### src/rtl/ddfs_voice_mixer.sv
// ddfs_voice_mixer: round-robin gain/mute mixer of NV voice samples into one saturated 16-bit stream
module ddfs_voice_mixer #(
  parameter int NV = 8,
  parameter int GW = 8
) (
  input  logic               clk,
  input  logic               reset,
  input  logic               cs,
  input  logic               read,
  input  logic               write,
  input  logic [4:0]         addr,
  input  logic [31:0]        wr_data,
  output logic [31:0]        rd_data,
  input  logic [NV*16-1:0]   pcm_in,
  output logic [15:0]        pcm_out,
  output logic               pcm_valid,
  output logic               clip
);
  localparam int VW = $clog2(NV);
  localparam int PW = GW + 10;
  localparam int RW = GW + 17;
  localparam int AW = PW + VW;
  localparam logic [4:0] NVA = 5'(NV);
  logic [VW-1:0] vi;
  logic [GW-1:0] gain [NV];
  logic [NV-1:0] mute;
  logic [1:0] shift;
  logic [15:0] clipcnt;
  logic signed [15:0] s1_smp;
  logic [GW-1:0] s1_g;
  logic s1_last;
  logic signed [PW-1:0] s2_p;
  logic s2_last;
  logic signed [AW-1:0] acc, sum, m;
  logic signed [RW-1:0] prod;
  logic clip_n;
  logic [15:0] sat;
  logic wr;
  logic unused_ok;
  assign wr = cs & write;
  assign unused_ok = ^{read, wr_data};
  always_comb begin
    prod = RW'(s1_smp) * RW'($signed({1'b0, s1_g}));
    sum = acc + {{VW{s2_p[PW-1]}}, s2_p};
    m = sum >>> shift;
    clip_n = m[AW-1:15] != {(AW-15){m[15]}};
    sat = clip_n ? {m[AW-1], {15{~m[AW-1]}}} : m[15:0];
    rd_data = addr < NVA ? 32'(gain[addr[VW-1:0]]) :
              addr == 5'd8 ? 32'(mute) :
              addr == 5'd9 ? 32'(shift) :
              addr == 5'd10 ? {16'h0, pcm_out} :
              addr == 5'd11 ? {16'h0, clipcnt} : 32'h0;
  end
  always_ff @(posedge clk or posedge reset) begin
    if (reset) begin
      for (int i = 0; i < NV; i++) gain[i] <= {1'b1, {(GW-1){1'b0}}};
      mute <= '0;
      shift <= 2'd3;
      clipcnt <= '0;
    end else begin
      if (wr && addr < NVA) gain[addr[VW-1:0]] <= wr_data[GW-1:0];
      if (wr && addr == 5'd8) mute <= wr_data[NV-1:0];
      if (wr && addr == 5'd9) shift <= wr_data[1:0];
      // a clear on the same edge as a clipping frame wins over the increment
      if (wr && addr == 5'd11) clipcnt <= '0;
      else if (s2_last && clip_n && clipcnt != 16'hFFFF) clipcnt <= clipcnt + 1'b1;
    end
  end
  always_ff @(posedge clk or posedge reset) begin
    if (reset) begin
      vi <= '0;
      s1_smp <= '0;
      s1_g <= '0;
      s1_last <= 1'b0;
      s2_p <= '0;
      s2_last <= 1'b0;
      acc <= '0;
      pcm_out <= '0;
      pcm_valid <= 1'b0;
      clip <= 1'b0;
    end else begin
      vi <= vi + 1'b1;
      s1_smp <= mute[vi] ? '0 : pcm_in[{vi, 4'b0} +: 16];
      s1_g <= gain[vi];
      s1_last <= &vi;
      s2_p <= PW'(prod >>> 7);
      s2_last <= s1_last;
      acc <= s2_last ? '0 : sum;
      pcm_valid <= s2_last;
      if (s2_last) begin
        pcm_out <= sat;
        clip <= clip_n;
      end
    end
  end
endmodule

### config.mk
export PLATFORM = sky130hd
export DESIGN_NAME = ddfs_voice_mixer
export DESIGN_NICKNAME = d
export VERILOG_FILES = /design/src/rtl/ddfs_voice_mixer.sv
export SDC_FILE = /design/constraint.sdc
export NUM_CORES = 1
export LEC_CHECK = 0
export ABC_AREA = 1
export CAP_MARGIN = 30
export CORE_ASPECT_RATIO = 0.5
export CORE_MARGIN = 5
export CORE_UTILIZATION = 54
export CTS_CLUSTER_DIAMETER = 200
export DETAILED_ROUTE_END_ITERATION = 10
export HOLD_SLACK_MARGIN = 0.03
export PLACE_DENSITY_LB_ADDON = 0.1
export RECOVER_POWER = 50
export SLEW_MARGIN = 20
export SYNTH_ARGS = -nofsm -noshare
export SYNTH_HDL_FRONTEND = slang
export SYNTH_SLANG_ARGS = --single-unit
### constraint.sdc
create_clock -name clk -period 13.23 [get_ports clk]
set_input_delay 1.323 -clock clk [delete_from_list [all_inputs] [get_ports clk]]
set_output_delay 1.323 -clock clk [all_outputs]
set_load 0.02 [all_outputs]
Word level (Yosys, flattened, before mapping). Cells that the tools add are included. Widths: inputs -> output; s select.

Input port bits: 170. Memories: 0. Bits in latches: 0. Register bits after elaboration: 176. Bits in writable memories: 0. Memory bits (read-only): 0.

Order comparisons: 5. Mux-type cells: 21. Equality and inequality tests: 6. Reduce and logical (&&, ||, !) cells: 9. Bitwise logic cells: 4. Multipliers: 1. $add $sub $neg: 3. Divide/modulo/power cells: 0. Shift-type cells: 2.

Operators with widths (number): $mux 16 (9); $shiftx 128x8->16 (1); $bwmux 64 (1); $bmux 8 s3 (2); $mux 8 (5); $mul 16x9->25 (1); $demux 8 s3 (1); $add 21x21->21 (1); $mux 21 (1); $sshr 21x2->21 (1); $eq 5x4->1 const B (4); $add 16x1->16 const B (1); $ne 16x16->1 const B (1); $ge 4x4->1 const B (2); $not 3->4 (2); $logic_and 1x1->1 (7); $lt 5x4->1 const B (1); $ne 5x5->1 (1); $lt 3x4->1 const B (1); $lt 4x1->1 const B (1); $add 3x1->3 const B (1); $bmux 1 s3 (1); $reduce_and 3->1 (1); $reduce_bool 2->1 (1); 3 further kinds (3).

Logic depth before layout (Yosys ltp).
Depth after elaboration: 7. Depth in mapped cells: 25.

Least setup slack after synthesis. No wires, ideal clock.

Path type: register -> register. Start point: register s1_g[2]. End point: register s2_p[17]. Required time: 13.104 ns. Stages on the path, launching flop included: 23. Arrival: 4.447 ns. Buffers on the path: 2. Period minus slack after synthesis: 4.573 ns. Path slack: 8.657 ns. Path through: dfrtp_1 clkbuf_1 clkbuf_1 nand2_1 fa_1 inv_1 fa_1 inv_1 fa_1 fa_1 inv_1 ha_1 a21oi_1 nor2_1 a211oi_1 o21ai_1 nand2_1 nand2_1 nand2_1 nand2_1 nand3_1 nand2_1 xor2_1.

Cells in the longest elaborated chain, start to end: 1.

RTL lines: start: declaration (RTL line 30) `logic [GW-1:0] s1_g;`; start signal: assignment (RTL line 84) `s1_g <= gain[vi];`; $mul 16x9->25 (RTL line 43) `prod = RW'(s1_smp) * RW'($signed({1'b0, s1_g}));`; via prod[24] (RTL line 35) `logic signed [RW-1:0] prod;`; end signal: assignment (RTL line 86) `s2_p <= PW'(prod >>> 7);`; end: declaration (RTL line 32) `logic signed [PW-1:0] s2_p;`.

The timed path passes the listed nets, and every way through them passes these cells. A chain may end at the register's enable or synchronous reset.

==> impl_metrics.toml <==
[status]
status = "finished, violations left"
violations = "max-capacitance violations, max-slew violations"

[cells_and_area]
final_cell_mix = "nand2_1 (576), inv_1 (359), o21ai_0 (236), clkdlybuf4s50_1 (177), dfrtp_1 (165)"
fillerInstances = 2551
final_common_cell = "nand2_1"
syn_to_final_growth_pct = 15.56
drive_gt1_share_pct = 3.581
n_antenna_cell = 0
final_core_util_pct = 64.07
final_cells = 2672
multi_input_area_um2 = 9251
nNetsFinal = 2618
ff_latch_area_um2 = 4418

[route]
vias = 14080
viasPerCell = 5.270
drc_errors = 0
drtAntennaViolNets = 0
wirelength_mm = 43.73
wl_per_cell_um = 16.37
first_iter_violations = 1160
firstDrtPassIters = 5

[worst_setup_path]
crit_path_start = "reset"
cp.required_ns = 12.41
r2r_cells = 14
criticalPathCategory = "primary input to async pin"
cp-end-kind = "async pin"
r2r_slack_ns = 8.01
reg2reg_from = "s1_g[0]$_DFF_PP0_"
cp_max_fo = 84
r2r-end = "s2_p[15]$_DFF_PP0_"
cp-start-kind = "primary input"
arrival_ns = 5.64

[global_routing]
antenna_found_initial = 0
grt_pass1_wl_mm = 71.01
grtUsageTotal_pct = 27.24
grt_max_degree = 107
grt_overflow = 0
first_global_vias = 13450

[min_path]
holdPathStages = 0
hp-start = "s1_last$_DFF_PP0_"
hp-class = "flop to flop"
hold_end = "s2_last$_DFF_PP0_"

[sta]
fin_setup_tns_ns = 0
setup_slack_ns = 6.772
max_freq_ghz = 0.1549
hold_viol = 0
finClkSkew_ns = 0.01334
setup_viol = 0
rsz0062_at_grt = "no"
slew_violations = 364
fin_crit_ns = 6.458
worst_pin_slew_ns = 4.400
max_slew_margin_pct = -193.3
layout_worst_path_cycle_share_pct = 48.81

[cts]
cts_tree = "built"
cts_buffers = 17
clock-sinks = 176
clk_path_buf_depth = 2
cts_resized = 0
cts-hold-fix-buffers = 0
cts-root-buf = "clkbuf_16"
post-cts-setup-buffers = 0
cts.reportedPaths.clkPinSlew_ns = 0.07
h-tree-depth = 4
clock_latency_ns = 0.45

[pwr]
clock_power_share_pct = 16.3
pwr_density_cell_nw_per_um2 = 172.8
power.leakage_nw = 9.395
pwr-share-comb_pct = 58.2
power_report.internal_total_mw = 1.596
p_switching_mw = 1.507
seqPwrFrac_pct = 25.6
finalPower_mw = 3.104
swShare_pct = 48.56
ir_drop_uv = 123.3

[logic_synthesis]
synth-compound-area-share_pct = 13.82
synth_ff_type = "dfrtp_1"
ys_async_sr_fraction_pct = 100.0
synthSimpleGateAreaFrac_pct = 24.14
yosysSeqAreaShare_pct = 28.42
synthCells = 2173
synthAdderAreaFrac_pct = 18.70
synth_mux_area_share_pct = 0
ys_types = 53
syn_area_um2 = 15540
synth-edff-count = 0
ys_seq_elements = 176
synth_top_family_by_area = "simple AND/OR/NAND/NOR gates"
synth-xor-area-share_pct = 2.536
yosys_warnings = 0
syn_avg_cell_area_um2 = 7.151

[placement]
hpwl_mm = 32.38
place_ws_ns = 7.047
numPortBuffers = 178
gp_congestion = 0.9595
dp.cells = 2638

[floorplan]
design.die.area_um2 = 32480
fp-row-count = 43
initial_core_util_pct = 55.44
die_h_um = 130.0
die_x_um = 249.9
ios = 220
coreArea_um2 = 28030

[run]
cap_violations = 5
-- worst max path at each step --
stage / cells after the start / to / slack, ns
global placement: 8 / rd_data[2] / 7.07
global route: 3 / vi[0]$_DFF_PP0_ / 5.56
CTS: 9 / rd_data[1] / 7.05
finish: 3 / vi[0]$_DFF_PP0_ / 6.77
floorplan: 1 / acc[0]$_DFF_PP0_ / 7.15
detailed placement: 9 / rd_data[1] / 7.05
-- cell type report --
type / count / share of cell area [%]
Clock buffer: 21 / 2.620
Clock inverter: 11 / 0.5852
Inverter: 365 / 7.636
Multi-Input combinational cell: 1525 / 51.52
Sequential cell: 176 / 24.60
Tap cell: 382 / 2.661
Timing Repair Buffer: 192 / 10.38
-- per-stage QoR --
step / instance area [um^2] / hold WS (ns)
6_report: 17960 / 0.3508
5_1_grt: 17960 / 0.3624
4_1_cts: 17980 / 0.3526
3_5_place_dp: 17400 / 0.3379
3_3_place_gp: 17400 / 0.3314
2_1_floorplan: 15600 / 0.3312
-- power groups by stage --
stage / Clock [mW] / Combinational [mW] / Sequential (mW)
finish: 0.504 / 1.80 / 0.794
global route: 0.538 / 2.06 / 0.811
detailed placement: 0 / 1.78 / 0.802
CTS: 0.511 / 1.80 / 0.793
global placement: 0 / 1.75 / 0.800
floorplan: 0 / 1.34 / 0.773
-- critical path, stage by stage --
cell and delay [ns]:
dlygate4sd3_1 0.54, clkinvlp_2 0.62, clkbuf_1 3.12
-- flip-flops by register name, summed over array words and instances, names as in the netlist, 2 cells and up --
register and cells:
s1_smp 16, clipcnt 16, vi 3, s1_g 8
pcm_out 16, mute 8, s2_p 18, acc 21
shift 2, gain 64
-- layer usage --
| metal | routed length (um) | vias to the layer above | GRT usage, % |
|---|---|---|---|
| met4 | 414 | 0 | 4.771 |
| li1 | - | 6994 | - |
| met2 | 19410 | 461 | 42.44 |
| met5 | 0 | - | 0 |
| met1 | 20630 | 6585 | 40.34 |
| met3 | 3274 | 41 | 5.616 |
-- Yosys cell counts (all sizes together) (27+ instances only) --
cell type	instances	area (um^2)
buf	33	215.2
dfrtp	166	4154
nand4	27	190.2
xor2	33	289.0
a21oi	85	429.2
fa	102	2042
nor2	171	683.2
inv	363	1363
clkbuf	89	335.3
nand3	92	480.5
nand2	585	2250
ha	69	863.3
o22ai	38	237.7
o21ai	238	1191
-- kinds of logic (layout without fill, tap and decap cells) --
kind of cell | Yosys count | count (layout)
buffers and inverters | 487 | 589
adder cells (fa/ha/maj) | 171 | 171
AND/OR/NAND/NOR | 895 | 895
other | 1 | 16
AO/OA/AOI/OAI | 398 | 398
XOR/XNOR | 45 | 45
flip-flops | 176 | 176
Power figures use the tool's default switching activity.
